$ cat config.mk
export PLATFORM = sky130hd
export DESIGN_NAME = binary_maxpool_stage
export DESIGN_NICKNAME = d
export VERILOG_FILES = /design/src/rtl/binary_maxpool_stage_pkg.sv /design/src/rtl/binary_maxpool_stage_pool_row.sv /design/src/rtl/binary_maxpool_stage.sv
export SDC_FILE = /design/constraint.sdc
export NUM_CORES = 1
export LEC_CHECK = 0
export CORE_MARGIN = 2
export CORE_UTILIZATION = 35
export CTS_CLUSTER_SIZE = 8
export DETAILED_ROUTE_END_ITERATION = 6
export GPL_TIMING_DRIVEN = 0
export PLACE_DENSITY = 0.66
export SKIP_LAST_GASP = 1
export SLEW_MARGIN = 10
export SYNTH_ARGS = -nofsm -noshare
export SYNTH_HDL_FRONTEND = slang
export SYNTH_SLANG_ARGS = --single-unit
export TNS_END_PERCENT = 1
$ cat constraint.sdc
create_clock -name clk -period 3.23 [get_ports clk]
set_input_delay 0.4845 -clock clk [delete_from_list [all_inputs] [get_ports clk]]
set_output_delay 0.4845 -clock clk [all_outputs]
set_load 0.02 [all_outputs]
$ cat src/rtl/binary_maxpool_stage_pkg.sv
// Shared types and constants for the binary 2x2 max-pool stage.
package binary_maxpool_stage_pkg;

  localparam int DIM_W = 5;
  localparam logic [15:0] END_WORD_DEFAULT = 16'h00FF;

  typedef enum logic [3:0] {
    S_IDLE,
    S_HDR_RD,
    S_HDR_CAP,
    S_HDR_WR,
    S_ROW_A,
    S_ROW_B,
    S_ROW_C,
    S_ROW_WR,
    S_END_WR
  } state_t;

  // Pooled dimension: odd inputs drop their last row/column.
  function automatic logic [DIM_W-1:0] pool_dim(input logic [DIM_W-1:0] dim);
    return dim >> 1;
  endfunction

endpackage

$ cat src/rtl/binary_maxpool_stage_pool_row.sv
// Combinational 2x2 OR-pool of one row pair; output bits at or above p are cleared.
module binary_maxpool_stage_pool_row
  import binary_maxpool_stage_pkg::*;
#(
  parameter int DATA_W = 16
) (
  input  logic [DATA_W-1:0] a,
  input  logic [DATA_W-1:0] b,
  input  logic [DIM_W-1:0]  p,
  output logic [DATA_W-1:0] pooled
);

  localparam int N_OUT = DATA_W / 2;

  always_comb begin
    pooled = '0;
    for (int j = 0; j < N_OUT; j++) begin
      if (DIM_W'(j) < p) begin
        pooled[j] = a[2*j] | a[2*j+1] | b[2*j] | b[2*j+1];
      end
    end
  end

endmodule

$ cat src/rtl/binary_maxpool_stage.sv
// Streams binary feature maps out of the conv SRAM, 2x2 max-pools each image and
// writes header plus pooled rows to the pool SRAM, finishing with the terminator word.
//
//   state     | meaning
//   ----------+----------------------------------------------------------
//   S_IDLE    | waiting for dut_run
//   S_HDR_RD  | header address on the read port
//   S_HDR_CAP | header data valid: terminator check, load D/P, next base
//   S_HDR_WR  | emit pooled header {0,P}
//   S_ROW_A   | address of row 2k on the read port
//   S_ROW_B   | address of row 2k+1 on the read port, capture row 2k
//   S_ROW_C   | capture row 2k+1
//   S_ROW_WR  | emit pooled row, count down remaining rows
//   S_END_WR  | emit terminator, drop busy
module binary_maxpool_stage
  import binary_maxpool_stage_pkg::*;
#(
  parameter int ADDR_W = 12,
  parameter int DATA_W = 16,
  parameter logic [DATA_W-1:0] END_WORD = DATA_W'(END_WORD_DEFAULT)
) (
  input  logic              clk,
  input  logic              reset,
  input  logic              dut_run,
  output logic              dut_busy,
  output logic [ADDR_W-1:0] pool_sram_read_address,
  input  logic [DATA_W-1:0] sram_pool_read_data,
  output logic [ADDR_W-1:0] pool_sram_write_address,
  output logic [DATA_W-1:0] pool_sram_write_data,
  output logic              pool_sram_write_enable
);

  state_t state, state_next;

  logic [ADDR_W-1:0] img_base;
  logic [ADDR_W-1:0] rd_ptr;
  logic [ADDR_W-1:0] wr_ptr;
  logic [DIM_W-1:0]  p_reg;
  logic [DIM_W-1:0]  rows_left;
  logic [DATA_W-1:0] row_a;
  logic [DATA_W-1:0] row_b;
  logic [DATA_W-1:0] pooled;

  logic              hdr_is_end;
  logic [DIM_W-1:0]  hdr_dim;
  logic [DIM_W-1:0]  hdr_p;

  assign hdr_is_end = (sram_pool_read_data == END_WORD);
  assign hdr_dim    = sram_pool_read_data[DIM_W-1:0];
  assign hdr_p      = pool_dim(hdr_dim);

  binary_maxpool_stage_pool_row #(
    .DATA_W (DATA_W)
  ) u_pool_row (
    .a      (row_a),
    .b      (row_b),
    .p      (p_reg),
    .pooled (pooled)
  );

  always_ff @(posedge clk or posedge reset) begin
    if (reset) begin
      state <= S_IDLE;
    end else begin
      state <= state_next;
    end
  end

  always_comb begin
    state_next             = state;
    pool_sram_read_address = '0;
    case (state)
      S_IDLE: begin
        if (dut_run) state_next = S_HDR_RD;
      end
      S_HDR_RD: begin
        pool_sram_read_address = img_base;
        state_next             = S_HDR_CAP;
      end
      S_HDR_CAP: begin
        state_next = hdr_is_end ? S_END_WR : S_HDR_WR;
      end
      S_HDR_WR: begin
        state_next = (p_reg == '0) ? S_HDR_RD : S_ROW_A;
      end
      S_ROW_A: begin
        pool_sram_read_address = rd_ptr;
        state_next             = S_ROW_B;
      end
      S_ROW_B: begin
        pool_sram_read_address = rd_ptr;
        state_next             = S_ROW_C;
      end
      S_ROW_C: begin
        state_next = S_ROW_WR;
      end
      S_ROW_WR: begin
        state_next = (rows_left == '0) ? S_HDR_RD : S_ROW_A;
      end
      S_END_WR: begin
        state_next = S_IDLE;
      end
      default: begin
        state_next = S_IDLE;
      end
    endcase
  end

  always_ff @(posedge clk or posedge reset) begin
    if (reset) begin
      img_base                <= '0;
      rd_ptr                  <= '0;
      wr_ptr                  <= '0;
      p_reg                   <= '0;
      rows_left               <= '0;
      row_a                   <= '0;
      row_b                   <= '0;
      dut_busy                <= 1'b0;
      pool_sram_write_address <= '0;
      pool_sram_write_data    <= '0;
      pool_sram_write_enable  <= 1'b0;
    end else begin
      pool_sram_write_enable <= 1'b0;
      case (state)
        S_IDLE: begin
          if (dut_run) begin
            img_base <= '0;
            rd_ptr   <= '0;
            wr_ptr   <= '0;
            dut_busy <= 1'b1;
          end
        end
        S_HDR_CAP: begin
          if (!hdr_is_end) begin
            p_reg     <= hdr_p;
            rows_left <= hdr_p - DIM_W'(1);
            rd_ptr    <= img_base + ADDR_W'(1);
            // Every image advances by D+1 words, even when odd rows are never read.
            img_base  <= img_base + ADDR_W'(hdr_dim) + ADDR_W'(1);
          end
        end
        S_HDR_WR: begin
          pool_sram_write_enable  <= 1'b1;
          pool_sram_write_address <= wr_ptr;
          pool_sram_write_data    <= DATA_W'(p_reg);
          wr_ptr                  <= wr_ptr + ADDR_W'(1);
        end
        S_ROW_A: begin
          rd_ptr <= rd_ptr + ADDR_W'(1);
        end
        S_ROW_B: begin
          row_a  <= sram_pool_read_data;
          rd_ptr <= rd_ptr + ADDR_W'(1);
        end
        S_ROW_C: begin
          row_b <= sram_pool_read_data;
        end
        S_ROW_WR: begin
          pool_sram_write_enable  <= 1'b1;
          pool_sram_write_address <= wr_ptr;
          pool_sram_write_data    <= pooled;
          wr_ptr                  <= wr_ptr + ADDR_W'(1);
          rows_left               <= rows_left - DIM_W'(1);
        end
        S_END_WR: begin
          pool_sram_write_enable  <= 1'b1;
          pool_sram_write_address <= wr_ptr;
          pool_sram_write_data    <= END_WORD;
          wr_ptr                  <= wr_ptr + ADDR_W'(1);
          dut_busy                <= 1'b0;
        end
        default: begin
        end
      endcase
    end
  end

endmodule

[Word-level counts from Yosys, hierarchy flattened]
Cells that the tools add are included.
Operators by class
  add/subtract/negate cells: 7
  magnitude comparators: 8
  eq/ne operators: 11
  muxes and demuxes: 26
  bitwise logic cells: 25
  reduce and logical (&&, ||, !) cells: 17
Operators by type and width (count)
  $pmux W12 S2: 3
  $add A12 B1 Y12 const B: 4
  $pmux W16 S3: 1
  $mux W12: 3
  $pmux W12 S3: 1
  $pmux W4 S8: 1
  $or A1 B1 Y1: 24
  $eq A16 B8 Y1 const B: 1
  $eq A4 B3 Y1 const B: 4
  $lt A3 B4 Y1 const A: 4
  $add A12 B5 Y12: 1
  $logic_not A5 Y1: 2
  $mux W1: 10
  $pmux W5 S2: 1
  $eq A4 B2 Y1 const B: 2
  $lt A1 B4 Y1 const A: 2
  $lt A2 B4 Y1 const A: 2
  $mux W4: 2
  $reduce_and A2 Y1: 4
  $reduce_bool A2 Y1: 4
  $mux W3: 2
  $reduce_and A3 Y1: 2
  $reduce_bool A3 Y1: 2
  $mux W5: 1
  other kinds (10): 11
Storage, ports and cells
  register bits after elaboration: 111
  input bits: 19
  word-level logic and storage cells: 106

[Depth between registers and ports, before layout]
Gate-level depths: netlist (run 1).
  depth in word-level cells: 5
  mapped depth: 11
  gate-level depth less buffers: 9

[Hierarchy]
A second synthesis (run 1) with hierarchy kept.
Second synthesis, totals
  cell total of the unflattened synthesis: 596
  area total of the unflattened synthesis: 5740.5 µm²
By module, submodules not included
  binary_maxpool_stage: times used 1, cells each 563, area each 5547.8 µm²
  binary_maxpool_stage_pool_row: times used 1, cells each 33, area each 192.7 µm²

[Worst setup path before layout (run 1)]
No wires, ideal clock.
  kind: reg-to-reg
  start point: register state[1]
  end point: register rd_ptr[4]
  setup time: 0.132 ns
  arrival: 2.343 ns
  path slack: 0.754 ns
  stages on the path, launching flop included: 12
  path buffers: 3
  clock period less this slack: 2.476 ns
  cell sequence: dfrtp_1 -> buf_2 -> nor3b_2 -> buf_2 -> buf_1 -> nand2_1 -> o21ai_0 -> ha_1 -> a21boi_0 -> nor2_1 -> o21ai_0 -> o211ai_1
On the way
  cells in the longest elaborated chain, start to end: 4
RTL lines
  start: declaration: line binary_maxpool_stage.sv:33  | state_t state, state_next;
  start signal: assignment: line binary_maxpool_stage.sv:65  | state <= state_next;
  $eq A4 B3 Y1: line binary_maxpool_stage.sv:124  | case (state)
  $reduce_or A2 Y1 (no source line)
  $reduce_bool A3 Y1 (no source line)
  $reduce_and A3 Y1 (no source line)
  end signal: assignment: line binary_maxpool_stage.sv:137  | rd_ptr <= img_base + ADDR_W'(1);
  end signal: assignment: line binary_maxpool_stage.sv:149  | rd_ptr <= rd_ptr + ADDR_W'(1);
  end signal: assignment: line binary_maxpool_stage.sv:153  | rd_ptr <= rd_ptr + ADDR_W'(1);
  end: declaration: line binary_maxpool_stage.sv:36  | logic [ADDR_W-1:0] rd_ptr;
Parallel ways exist; a longest one is shown, timed or not.
A chain may end at the register's enable or synchronous reset.

[Final worst setup path (run 1)]
  start point: register state[1]
  end point: output pool_sram_read_address[11]
On the way
  cells in the longest elaborated chain, start to end: 3
RTL lines
  $eq A4 B3 Y1: line binary_maxpool_stage.sv:72  | case (state)
  $reduce_or A2 Y1 (no source line)
  $pmux W12 S2 *: line binary_maxpool_stage.sv:72
  end: declaration: line binary_maxpool_stage.sv:26  | output logic [ADDR_W-1:0] pool_sram_read_address,
Mark *: on every way between the ends. The rest lies on a longest branch, timed or not.

==> results.cfg, run 1 <==
[grt]
grt_max_degree = 80
grt_pass1_vias = 4523
grt_usage_pct = 17.0
grt_pass1_wl_mm = 22.9
top_usage_layer = met2
grt_use_met1_pct = 23.8
grt-ovfl-total = 0
grt_util_met3_pct = 3.18
grtUsageMet2_pct = 27.7
antenna_found_initial = 0

[hold_path]
hold_class = in2async

[timing]
drv_slew = 0
max_freq_ghz = 0.324
tightestPinTransition_ns = 0.870
hold_viol = 0
layout_min_cycle_time_ns = 3.09
setup_viol = 0
fin_ws_ns = 0.144
fin_worst_skew_ns = 0.00509
slew_headroom_pct = 41.6
fin_crit_sh_pct = 95.5

[placed_design]
place_ws_ns = 0.0499
port_buffers = 52
dp_hpwl_mm = 10.0
place_area_mm2 = 0.00636
dpl.cell_count = 836
gp_congestion = 0.906

[synthesis]
async_reset_ff_share_pct = 100
synth_top_flop_cell = dfrtp_1
synth_cell_type_count = 69
ys_ff_latch = 103
synth-edff-count = 0
syn_inst = 565
yosysSeqAreaShare_pct = 46.7
syn_area_mm2 = 0.00552
yosysWarnings = 0
syn_avg_cell_area_um2 = 9.76

[die]
die_h_um = 130
ios = 61
rows = 45
dieArea_mm2 = 0.0168
fp.coreArea_mm2 = 0.0153
start_util_pct = 36.0
die_x_um = 130

[detailed_routing]
wire_per_inst_um = 16.0
postRouteAntennaNets = 0
vias = 4548
remaining_drc_errors = 0
drt_wl_total_mm = 13.6
drtIter0Drc = 388
vias_per_cell = 5.33
drtPass1Iterations = 7

[critical_path]
cp-start-kind = register
crit_buf_inv = 4
required_ns = 2.75
crit_type = reg2out
rrSetupSlack_ns = 0.35
critPathMaxFanout = 10
arrival_ns = 2.60
critPathMaxStageDelay_ns = 0.61
critPathTopFamily = buffers and inverters
path_cells = buf_2, nor3b_4, clkbuf_4, clkbuf_4, a22o_1, clkdlybuf4s50_1
end_kind = output pin
critPathSlowestCell = clkdlybuf4s50_1
crit_top_cell = clkbuf_4

[power_and_ir_drop]
cellPowerDensity_mw_per_mm2 = 850
combPwrFrac_pct = 44.1
total_power_mw = 5.68
pwr-share-clk_pct = 18.3
p_switching_mw = 2.24
p_int_mw = 3.44
peakVddDrop_v = 0.000456
p_leak_nw = 2.82
p_seq_share_pct = 37.6
power.share.switching_pct = 39.4

[layout]
finalNonFillerCells = 854
largestRegisters = row_a x16, row_b x16
syn_to_final_growth_pct = 21.2
final_area_mm2 = 0.00668
layout-drive-gt1-share_pct = 13.8
nets = 666
diodes = 0

[clock_tree]
cts_hold_buffers = 0
clk_latency_ns = 0.34
cts-root-buf = clkbuf_16
path_clk_slew_ns = 0.07
cts_made_buffers = 9
max-clock-path-buffers = 2
cts_num_sinks = 103
h-tree-depth = 3
cts_tree = done

[run_status]
status = complete, no violations

[run]
maxCapViolations = 0
==> cells in the final DEF (no fill, tap or decap), types with 12 or more instances in the layout <==
cell type	instances
nor3_1	12
xor2_1	13
dfrtp_1	103
a22o_1	12
nor2_1	45
nand2_1	78
clkdlybuf4s50_1	52
mux2_2	33
inv_1	14
clkbuf_1	14
o21ai_0	24
a21oi_1	31
nand3_1	16
buf_4	14
==> power groups by stage <==
stage | Combinational, mW | Clock (mW) | Sequential, mW
6_report | 2.50 | 1.04 | 2.14
5_1_grt | 2.77 | 1.13 | 2.21
4_1_cts | 2.47 | 1.07 | 2.13
3_5_place_dp | 2.45 | 0 | 2.15
3_3_place_gp | 2.38 | 0 | 2.13
2_1_floorplan | 1.65 | 0 | 2.15
==> routing by layer <==
layer  vias up  wire length, um
met2       160             6380
met4         0               88
li1       2170                -
met3         9              779
met1      2209             6370
met5         -                0
==> kinds of logic (layout without fill, tap and decap cells) <==
logic type / Yosys count / in the layout / share of synthesized area, %
other cells: 1 / 8 / 0.0680
flops: 103 / 103 / 46.7
mux: 39 / 39 / 8.08
compound gates: 128 / 128 / 15.9
buf+inv: 53 / 124 / 4.85
fa+ha+maj: 9 / 9 / 2.18
xor+xnor: 20 / 20 / 3.18
simple gates: 212 / 212 / 19.1
==> area by class of cell <==
type	instances	area, um^2
fill	1495	8630
multi-input combinational	416	2710
sequential	103	2580
timing repair buffer	55	563
tap	211	264
clock buffer	12	256
buffer	38	219
inverter	15	61.3
clock inverter	4	28.8
==> synthesized netlist by cell type (all sizes together), types with 7 or more instances <==
library cell | instances | area share [%]
inv | 15 | 1.0
nand2 | 78 | 5.3
ha | 8 | 1.8
o21ai | 28 | 2.5
xnor2 | 7 | 1.1
nor2 | 46 | 3.2
buf | 24 | 2.9
mux2 | 34 | 6.9
nor4 | 11 | 1.8
dfrtp | 103 | 47
clkbuf | 14 | 0.95
and3 | 9 | 1.0
a21oi | 31 | 2.8
o41ai | 7 | 1.2
nor3 | 13 | 1.2
xor2 | 13 | 2.1
a31oi | 9 | 1.0
a22o | 12 | 1.9
nand3 | 16 | 1.5
==> stage by stage <==
step	util, %	setup TNS, ns	hold WS [ns]
floorplan	-	0	0.455
global placement	41.3	-154.28	0.460
detailed placement	41.5	0	0.457
CTS	43.5	0	0.472
global route	43.6	-0.0249	0.478
finish	43.6	0	0.466
==> worst paths after layout <==
kind,startpoint,endpoint,cells past startpoint
worst max-delay path,state[1],pool_sram_read_address[11],6
worst min-delay path,reset,pool_sram_write_address[0],2
worst max register to register,state[1],rd_ptr[4],11
worst min register to register,pool_sram_write_address[9],pool_sram_write_address[9],2
max in group asynchronous,reset,row_a[7],3
min in group clk,pool_sram_write_address[9],pool_sram_write_address[9],2
==> what timing repair did <==
action | 4_1_cts | 5_1_grt
endpoints found under the setup margin | 10 | 11
buffers inserted | 0 | 2
pin swaps | 0 | 1
cloned | 0 | 0
resized for setup | 4 | 3
(Power assumes the default switching activity.)
==> inputs of run 2 (changes only) <==
Settings changed: CTS_CLUSTER_DIAMETER set to 200.
==> results of run 2 <==
The final DEF is identical to that of run 1; final timing and power are the same.
==> inputs of run 3 (changes only) <==
Settings changed: SLEW_MARGIN 10 to 15.
==> results of run 3 <==
The final DEF is identical to that of run 1; final timing and power are the same.
